<file path="config.mk">
export PLATFORM = sky130hd
export DESIGN_NAME = instr_fetch_unit
export DESIGN_NICKNAME = d
export VERILOG_FILES = /design/src/rtl/rv32_fetch_pkg.sv /design/src/rtl/fetch_queue.sv /design/src/rtl/instr_fetch_unit.sv
export SDC_FILE = /design/constraint.sdc
export NUM_CORES = 1
export LEC_CHECK = 0
export CAP_MARGIN = 15
export CORE_ASPECT_RATIO = 0.6
export CORE_MARGIN = 8
export CORE_UTILIZATION = 46
export DETAILED_ROUTE_END_ITERATION = 12
export HOLD_SLACK_MARGIN = 0.03
export PLACE_DENSITY = 0.66
export SYNTH_ARGS = -nofsm -noshare
export SYNTH_HDL_FRONTEND = slang
export SYNTH_SLANG_ARGS = --single-unit
</file>
<file path="constraint.sdc">
create_clock -name clk -period 45.2 [get_ports clk]
set_input_delay 11.3 -clock clk [delete_from_list [all_inputs] [get_ports clk]]
set_output_delay 11.3 -clock clk [all_outputs]
set_load 0.01 [all_outputs]
</file>
<file path="src/rtl/rv32_fetch_pkg.sv">
// Shared types and constants for the RV32 instruction fetch path.
package rv32_fetch_pkg;

    localparam int unsigned XLEN = 32;
    localparam int unsigned ILEN = 32;

    localparam logic [XLEN-1:0] PC_ALIGN_MASK    = 32'hFFFF_FFFC;
    localparam logic [XLEN-1:0] DEFAULT_RESET_PC = 32'h0000_0000;
    localparam logic [XLEN-1:0] PC_STEP          = 32'h0000_0004;

    // One buffered instruction together with the address it was fetched from.
    typedef struct packed {
        logic [XLEN-1:0] pc;
        logic [ILEN-1:0] instr;
    } fetch_entry_t;

    // Force an address onto a word boundary.
    function automatic logic [XLEN-1:0] align_pc(input logic [XLEN-1:0] addr);
        return addr & PC_ALIGN_MASK;
    endfunction

endpackage

</file>
<file path="src/rtl/fetch_queue.sv">
// Small synchronous FIFO with flush and occupancy count.
// Storage is reset so the head reads as zero straight out of reset.
module fetch_queue #(
    parameter int unsigned WIDTH = 64,
    parameter int unsigned DEPTH = 4
) (
    input  logic                     clk,
    input  logic                     rst,
    input  logic                     flush_i,
    input  logic                     push_i,
    input  logic [WIDTH-1:0]         push_data_i,
    input  logic                     pop_i,
    output logic [WIDTH-1:0]         head_o,
    output logic [$clog2(DEPTH):0]   count_o
);

    localparam int unsigned PTR_W = $clog2(DEPTH);
    localparam int unsigned CNT_W = PTR_W + 1;

    logic [WIDTH-1:0] mem_q [DEPTH];
    logic [PTR_W-1:0] wr_ptr_q, wr_ptr_d;
    logic [PTR_W-1:0] rd_ptr_q, rd_ptr_d;
    logic [CNT_W-1:0] count_q, count_d;

    // Pointer and occupancy update; flush wins over push and pop.
    always_comb begin
        wr_ptr_d = wr_ptr_q;
        rd_ptr_d = rd_ptr_q;
        count_d  = count_q;
        if (flush_i) begin
            wr_ptr_d = '0;
            rd_ptr_d = '0;
            count_d  = '0;
        end else begin
            if (push_i) begin
                wr_ptr_d = wr_ptr_q + PTR_W'(1);
            end
            if (pop_i) begin
                rd_ptr_d = rd_ptr_q + PTR_W'(1);
            end
            unique case ({push_i, pop_i})
                2'b10:   count_d = count_q + CNT_W'(1);
                2'b01:   count_d = count_q - CNT_W'(1);
                default: count_d = count_q;
            endcase
        end
    end

    // Pointer and count registers.
    always_ff @(posedge clk or posedge rst) begin
        if (rst) begin
            wr_ptr_q <= '0;
            rd_ptr_q <= '0;
            count_q  <= '0;
        end else begin
            wr_ptr_q <= wr_ptr_d;
            rd_ptr_q <= rd_ptr_d;
            count_q  <= count_d;
        end
    end

    // Entry storage; a write is suppressed when the same cycle flushes.
    always_ff @(posedge clk or posedge rst) begin
        if (rst) begin
            for (int i = 0; i < int'(DEPTH); i++) begin
                mem_q[i] <= '0;
            end
        end else if (push_i && !flush_i) begin
            mem_q[wr_ptr_q] <= push_data_i;
        end
    end

    assign head_o  = mem_q[rd_ptr_q];
    assign count_o = count_q;

endmodule

</file>
<file path="src/rtl/instr_fetch_unit.sv">
// Instruction fetch unit: owns the PC, issues word-aligned fetches under a
// credit limit, buffers in-order responses and hands them to decode.
// A redirect flushes the buffer and drops responses still in flight.
module instr_fetch_unit
    import rv32_fetch_pkg::*;
#(
    parameter logic [XLEN-1:0] RESET_PC = DEFAULT_RESET_PC,
    parameter int unsigned     QDEPTH   = 4
) (
    input  logic            clk,
    input  logic            rst,
    output logic            imem_req_valid,
    input  logic            imem_req_ready,
    output logic [XLEN-1:0] imem_req_addr,
    input  logic            imem_resp_valid,
    input  logic [ILEN-1:0] imem_resp_data,
    output logic            inst_valid,
    input  logic            inst_ready,
    output logic [ILEN-1:0] inst_data,
    output logic [XLEN-1:0] inst_pc,
    input  logic            redirect_valid,
    input  logic [XLEN-1:0] redirect_pc
);

    localparam int unsigned CNT_W   = $clog2(QDEPTH) + 1;
    localparam int unsigned SUM_W   = CNT_W + 1;
    localparam int unsigned ENTRY_W = $bits(fetch_entry_t);

    logic [XLEN-1:0]  pc_q, pc_d;
    logic [CNT_W-1:0] drop_cnt_q, drop_cnt_d;
    logic [CNT_W-1:0] outstanding;
    logic [CNT_W-1:0] queue_count;
    logic [SUM_W-1:0] credit_used;
    logic [XLEN-1:0]  resp_pc;
    logic             req_fire;
    logic             resp_drop;
    logic             resp_keep;
    logic             deq_fire;
    fetch_entry_t     enq_entry;
    fetch_entry_t     head_entry;

    // Handshake qualification; requests and decode valid are held off during a redirect.
    always_comb begin
        credit_used    = SUM_W'(outstanding) + SUM_W'(queue_count);
        imem_req_valid = !rst && !redirect_valid && (credit_used < SUM_W'(QDEPTH));
        inst_valid     = !redirect_valid && (queue_count != '0);
        req_fire       = imem_req_valid && imem_req_ready;
        resp_drop      = imem_resp_valid && (redirect_valid || (drop_cnt_q != '0));
        resp_keep      = imem_resp_valid && !resp_drop;
        deq_fire       = inst_valid && inst_ready;
        enq_entry.pc    = resp_pc;
        enq_entry.instr = imem_resp_data;
    end

    // Next PC and count of stale responses still to be discarded.
    always_comb begin
        pc_d       = pc_q;
        drop_cnt_d = drop_cnt_q;
        if (redirect_valid) begin
            pc_d       = align_pc(redirect_pc);
            drop_cnt_d = outstanding - CNT_W'(imem_resp_valid);
        end else begin
            if (req_fire) begin
                pc_d = pc_q + PC_STEP;
            end
            if (imem_resp_valid && (drop_cnt_q != '0)) begin
                drop_cnt_d = drop_cnt_q - CNT_W'(1);
            end
        end
    end

    // PC and drop counter registers.
    always_ff @(posedge clk or posedge rst) begin
        if (rst) begin
            pc_q       <= RESET_PC;
            drop_cnt_q <= '0;
        end else begin
            pc_q       <= pc_d;
            drop_cnt_q <= drop_cnt_d;
        end
    end

    // Addresses of accepted requests, popped by every response; its depth is the outstanding count.
    fetch_queue #(
        .WIDTH (XLEN),
        .DEPTH (QDEPTH)
    ) u_tag_fifo (
        .clk         (clk),
        .rst         (rst),
        .flush_i     (1'b0),
        .push_i      (req_fire),
        .push_data_i (pc_q),
        .pop_i       (imem_resp_valid),
        .head_o      (resp_pc),
        .count_o     (outstanding)
    );

    // Fetched instructions waiting for decode; flushed on redirect.
    fetch_queue #(
        .WIDTH (ENTRY_W),
        .DEPTH (QDEPTH)
    ) u_inst_queue (
        .clk         (clk),
        .rst         (rst),
        .flush_i     (redirect_valid),
        .push_i      (resp_keep),
        .push_data_i (enq_entry),
        .pop_i       (deq_fire),
        .head_o      (head_entry),
        .count_o     (queue_count)
    );

    assign imem_req_addr = pc_q;
    assign inst_data     = head_entry.instr;
    assign inst_pc       = head_entry.pc;

endmodule

</file>
==> key figures, run 1 <==
Outcome
  – Status: finished, final reports clean

Synthesis
  – FF+latch count, synth: 415
  – Synth Area in Compound Gates: 2.03%
  – Netlist cell types: 54
  – Seq/Total Area, Yosys: 55.7%
  – Synth Area in XOR/XNOR: 1.17%
  – Ys flop type: dfrtp_1
  – Post-synth EDFFs: 0
  – FFs w/ async S/R, synth: 100%
  – Mapped cell area: 0.0187 sq mm
  – Syn Area/Cell: 15.3 sq um
  – Largest area contributor in the netlist: dfrtp_1
  – Cells after synthesis: 1216
  – Ys Warns: 0
  – Top post-synthesis cells by count: dfrtp_1, mux2_2, mux4_2
  – Simple-Gate Fraction of Synth Area: 3.91%
  – Synth area leaders: dfrtp_1, mux2_2, mux4_2, buf_2, nand2_1
  – Largest family of logic cells by synthesized area: multiplexers
  – Post-synthesis mux area share: 33.3%
  – Synth Area in Adders: 1.29%
  – Cell with the most instances after synthesis: dfrtp_1
  – Share of Yosys cell area claimed by the top area cell type: 55.7%

Global routing
  – Largest net degree at the start of global routing: 199
  – Overall Global Routing Usage: 17.6%
  – Via count of the first global-routing pass: 11472
  – GR Overflow Total: 0
  – Initial antenna violation count: 0
  – First-pass GRT wire length: 66400 um

STA
  – Max Freq: 0.0415 GHz
  – Fin Clk Skew: 11.6 ps
  – Setup TNS Final: 0 ps
  – Period minus WS final: 24080 ps
  – RSZ-0062 raised after global routing: no
  – Final setup viols: 0
  – Worst Tran Pin Value: 1110 ps
  – Slew headroom: 26.0%
  – Tcrit/Tclk final: 53.3%
  – Hold Vio Cnt, Final: 0
  – Max Slew Vio Count: 0

Setup path
  – Worst-path fanout max: 3
  – Crit end category: output port
  – Worst EP required: 33900 ps
  – Crit Path Class: in2out
  – Crit start category: input port
  – Arrival time worst endpoint: 12780 ps

Cells and area
  – Finished Core Util: 54.5%
  – Fillers: 3240
  – Final cell count without fillers: 1905
  – Nets@finish: 1434
  – Number of diodes: 0
  – Fraction of layout cells with a size suffix above 1: 39.5%
  – Area Growth Syn to Fin: 17.5%

Routing
  – Vias: 10604
  – DR iter-0 viols: 489
  – Drt pass-1 iters: 5
  – DRC Markers: 0
  – Vias per cell: 5.57
  – Per-cell routed wire length: 21.3 um
  – Routed WL: 40600 um
  – Routed Antenna Nets: 0

Clocking
  – Resized Gates After CTS: 0
  – CTS Hold Buffers Added: 0
  – Reg clk slew, reported paths: 60 ps
  – Root Buffer: clkbuf_16
  – TritonCTS Buffers: 40
  – Postcts setup bufs: 0
  – Max clock buf depth: 3
  – CTS tree: built
  – # H-tree levels: 2
  – Clk sinks: 415
  – Clock Latency Late Sink: 540 ps

Min path
  – Worst hold path class: reg2reg

Pwr
  – Highest ir drop seen on vdd: 0.0000245 V
  – Switching Fraction: 29.0%
  – Leak Pwr: 0.0101 uW
  – Clock power frac: 26.7%
  – Net Switching: 360 uW
  – Share of power burned in registers: 42.9%
  – Comb pwr share: 30.4%
  – Pwr per Cell Area: 56.7 mW/mm^2
  – Internal Power: 883 uW

Die
  – Die outline width: 276 um
  – Initial core utilization: 46.4%
  – Core Area: 0.0402 sq mm
  – Die area: 0.0475 sq mm
  – Site Rows: 57
  – Die Y: 172 um
  – Num ports: 168

Placed design
  – Final GP Congestion: 0.738
  – Cells after DPL: 1835
  – Dpl hpwl: 24900 um
  – IO Port Bufs: 161

Job
  – Maximum capacitance violations: 0
==> layer usage <==
| layer | global-route usage (%) | wire, um | vias up |
|---|---|---|---|
| met5 | 0 | 0 | - |
| met4 | 3.54 | 567 | 0 |
| met3 | 3.54 | 1640 | 46 |
| met2 | 28.6 | 19500 | 160 |
| met1 | 24.5 | 18800 | 5654 |
| li1 | - | - | 4744 |
==> worst max-delay path: stages <==
cell	delay (ps)
clkdlybuf4s50_1	530
nor3_2	250
and3_1	180
clkdlybuf4s50_1	530
==> worst paths after layout <==
kind	startpoint	end	slack [ps]	depth (start not counted)
setup / recovery	rst	imem_req_valid	21120	4
hold / removal	u_tag_fifo.mem_q[100]$_DFFE_PP0P_	u_tag_fifo.mem_q[100]$_DFFE_PP0P_	480	2
setup reg to reg	drop_cnt_q[0]$_DFFE_PP0P_	u_inst_queue.mem_q[86]$_DFFE_PP0P_	42120	6
hold reg to reg	u_tag_fifo.mem_q[100]$_DFFE_PP0P_	u_tag_fifo.mem_q[100]$_DFFE_PP0P_	480	2
max in group asynchronous	rst	u_inst_queue.mem_q[176]$_DFFE_PP0P_	32170	3
min in group asynchronous	rst	imem_req_addr[16]$_DFFE_PP0P_	11400	2
==> sequential cells by signal, indices dropped and copies added (netlist names) <==
| signal | cells |
|---|---|
| drop_cnt_q | 3 |
| imem_req_addr | 30 |
| u_inst_queue.count_o | 3 |
| u_inst_queue.mem_q | 248 |
| u_inst_queue.rd_ptr_q | 2 |
| u_inst_queue.wr_ptr_q | 2 |
| u_tag_fifo.count_o | 3 |
| u_tag_fifo.mem_q | 120 |
| u_tag_fifo.rd_ptr_q | 2 |
| u_tag_fifo.wr_ptr_q | 2 |
==> logic make-up (layout without fill, tap and decap cells) <==
logic type               Yosys count  count (layout)
other                              1               4
flip-flops                       415             415
XOR/XNOR                          25              25
AO/OA/AOI/OAI                     58              58
AND/OR/NAND/NOR                  138             138
adder cells (fa/ha/maj)           18              18
multiplexers                     461             461
buffers and inverters            100             255
==> power by group through the flow <==
stage	Sequential, uW	Combinational, uW	Clock (uW)
finish	533	377	332
global placement	535	376	0
CTS	533	386	343
floorplan	505	265	0
detailed placement	540	385	0
global route	548	410	358
==> placed cells by master (no fill, tap or decap), types with 5 or more instances in the layout <==
| cell | instances |
|---|---|
| nor2_1 | 23 |
| clkbuf_16 | 41 |
| buf_4 | 7 |
| o21ai_0 | 24 |
| clkdlybuf4s50_1 | 160 |
| nand4_1 | 13 |
| nor3_1 | 6 |
| inv_1 | 14 |
| a21oi_1 | 5 |
| clkbuf_1 | 13 |
| xnor2_1 | 17 |
| or3_1 | 5 |
| mux2i_1 | 6 |
| o211ai_1 | 11 |
| clkinv_2 | 5 |
| nand2_1 | 53 |
| mux2_2 | 363 |
| mux4_2 | 92 |
| clkbuf_8 | 8 |
| ha_1 | 16 |
| xor2_1 | 8 |
| nand3_1 | 10 |
| dfrtp_1 | 411 |
==> through the flow <==
| stage | worst slack [ps] | power (uW) | hold WS, ps | instance area, sq um |
|---|---|---|---|---|
| 3_5_place_dp | 21110 | 924 | 468 | 20600 |
| 3_3_place_gp | 21130 | 912 | 459 | 20600 |
| 4_1_cts | 21110 | 1260 | 482 | 21900 |
| 6_report | 21120 | 1240 | 481 | 21900 |
| 5_1_grt | 21070 | 1320 | 503 | 21900 |
| 2_1_floorplan | 21920 | 770 | 445 | 18700 |
==> final cells by class <==
cell class / instances / area [sq um] / share of cell area, %
sequential: 415 / 10400 / 47.4
multi-input combinational: 704 / 7840 / 35.8
timing repair buffer: 169 / 1680 / 7.66
clock buffer: 62 / 1180 / 5.40
tap: 531 / 664 / 3.03
clock inverter: 8 / 93.8 / 0.428
inverter: 16 / 67.6 / 0.308
Power figures use the tool's default switching activity.
==> run 2: changes to the inputs <==
==> constraint.sdc (replaced) <==
create_clock -name clk -period 23 [get_ports clk]
set_input_delay 5.75 -clock clk [delete_from_list [all_inputs] [get_ports clk]]
set_output_delay 5.75 -clock clk [all_outputs]
set_load 0.01 [all_outputs]
==> key figures, run 2 (synthesized netlist as in run 1, its figures left out) <==
Setup path
  – Arrival time worst endpoint: 7230 ps (-5550 ps)
  – Crit path top cell by count: clkdlybuf4s50_1
  – Crit Path Class: in2out
  – Worst-path fanout max: 3 (unchanged)
  – Crit-path cells: clkdlybuf4s50_1 > nor3_2 > and3_1 > clkdlybuf4s50_1
  – Crit end category: output port
  – Crit start category: input port
  – Max incr delay on CP: 530 ps (about the same)
  – Worst EP required: 17250 ps (-16650 ps)
  – CP max stage cell: clkdlybuf4s50_1

Cells and area
  – Fillers: 3305 (+2.0%)
  – Fraction of layout cells with a size suffix above 1: 40.2% (+0.68 points)
  – Max reg flops: 248 (unchanged)
  – Multi-input gate area: 0.00784 sq mm (unchanged)
  – Final cell count without fillers: 1914 (+0.47%)
  – FF/Latch Area: 0.0104 sq mm (unchanged)
  – Most frequent cells in the layout: dfrtp_1, mux2_2, clkdlybuf4s50_1, mux4_2, nand2_1
  – Number of diodes: 0 (unchanged)
  – Nets@finish: 1439 (+0.35%)
  – Commonest non-fill, non-tap cell in the layout: dfrtp_1
  – Area Growth Syn to Fin: 18.6%
  – Largest register by flop count: u_inst_queue.mem_q

STA
  – Max Slew Vio Count: 0 (unchanged)
  – Period minus WS final: 12980 ps
  – Worst Tran Pin Value: 1090 ps (-20.7 ps)
  – RSZ-0062 raised after global routing: no
  – Final setup viols: 0 (unchanged)
  – Max Freq: 0.0770 GHz
  – Slew headroom: 27.3% (+1.4 points)
  – Hold Vio Cnt, Final: 0 (unchanged)
  – Tcrit/Tclk final: 56.4%
  – Fin Clk Skew: 16.3 ps (+4.73 ps)
  – Setup TNS Final: 0 ps (unchanged)
  – Worst hold slack: 480 ps (-0.747 ps)

Clocking
  – Postcts setup bufs: 0 (unchanged)
  – Root Buffer: clkbuf_16
  – CTS Hold Buffers Added: 0 (unchanged)
  – Resized Gates After CTS: 0 (unchanged)
  – Max clock buf depth: 3 (unchanged)
  – Reg clk slew, reported paths: 60 ps (about the same)
  – Clk sinks: 415 (unchanged)
  – CTS tree: built
  – TritonCTS Buffers: 41 (+2.5%)
  – # H-tree levels: 2 (unchanged)
  – Clock Latency Late Sink: 540 ps (about the same)

Routing
  – Drt pass-1 iters: 4 (-1)
  – Vias: 10587 (-0.16%)
  – Per-cell routed wire length: 21.3 um (-0.12%)
  – Routed Antenna Nets: 0 (unchanged)
  – Routed WL: 40700 um (+0.35%)
  – DR iter-0 viols: 581 (+19%)
  – Vias per cell: 5.53 (-0.63%)
  – DRC Markers: 0 (unchanged)

Die
  – Die outline width: 276 um (unchanged)
  – Core Area: 0.0402 sq mm (unchanged)
  – Initial core utilization: 46.4% (unchanged)
  – Num ports: 168 (unchanged)
  – Die Y: 172 um (unchanged)
  – Site Rows: 57 (unchanged)
  – Die area: 0.0475 sq mm (unchanged)

Global routing
  – Initial antenna violation count: 0 (unchanged)
  – Largest net degree at the start of global routing: 129 (-35%)
  – Overall Global Routing Usage: 17.5% (-0.11 points)
  – GR Overflow Total: 0 (unchanged)
  – Via count of the first global-routing pass: 11432 (-0.35%)
  – First-pass GRT wire length: 66000 um (-0.58%)

Placed design
  – Dpl hpwl: 25200 um (+1.1%)
  – Final GP Congestion: 0.734 (-0.43%)
  – Cells after DPL: 1838 (+0.16%)
  – IO Port Bufs: 161 (unchanged)

Outcome
  – Status: finished, final reports clean

Pwr
  – Pwr per Cell Area: 113 mW/mm^2 (+100%)
  – Total power: 2500 uW (+100%)
  – Leak Pwr: 0.0102 uW (+1.1%)
  – Highest ir drop seen on vdd: 0.0000612 V (+150%)

Min path
  – Worst hold path class: reg2reg

Job
  – Maximum capacitance violations: 0 (unchanged)
==> run 2: area by class of cell <==
type	instances	share of cell area, %
Tap cell	531	3.00
Timing Repair Buffer	173	7.76
Sequential cell	415	47.0
Multi-Input combinational cell	704	35.4
Inverter	16	0.305
Clock buffer	65	5.82
Clock inverter	10	0.712
==> run 2: per-stage QoR <==
stage                     utilization, %  setup WS [ps]  area (sq um)
after floorplan                        -           5700         18700
after global placement              51.3          10030         20700
after detailed placement            51.3          10020         20700
after CTS                           54.9          10020         22100
after global routing                55.0           9960         22100
final                               55.0          10020         22100
==> run 2: where the power goes <==
part           switching [uW]  internal [uW]
registers                 138            912
clock network             281            430
logic                     295            446
total                     714           1790
==> run 2: path summary, 6_finish.rpt <==
path	start	to	slack (ps)	depth (start not counted)
max	rst	imem_req_valid	10020	4
min	u_tag_fifo.mem_q[30]$_DFFE_PP0P_	u_tag_fifo.mem_q[30]$_DFFE_PP0P_	480	2
max reg2reg	drop_cnt_q[0]$_DFFE_PP0P_	u_inst_queue.mem_q[129]$_DFFE_PP0P_	19900	6
min reg2reg	u_tag_fifo.mem_q[30]$_DFFE_PP0P_	u_tag_fifo.mem_q[30]$_DFFE_PP0P_	480	2
max in group asynchronous	rst	u_inst_queue.mem_q[90]$_DFFE_PP0P_	15000	4
min in group asynchronous	rst	imem_req_addr[17]$_DFFE_PP0P_	5820	2
==> run 2: critical path: cells and delay by family <==
kind | cells | cell delay [ps]
simple gates | 2 | 420
buf+inv | 2 | 1060
==> run 2: layer usage <==
metal	vias to the layer above	GRT usage (%)	routed length, um
met1	5636	24.3	18900
li1	4747	-	-
met5	-	0	0
met2	153	28.1	19200
met4	0	3.61	590
met3	51	4.06	1980
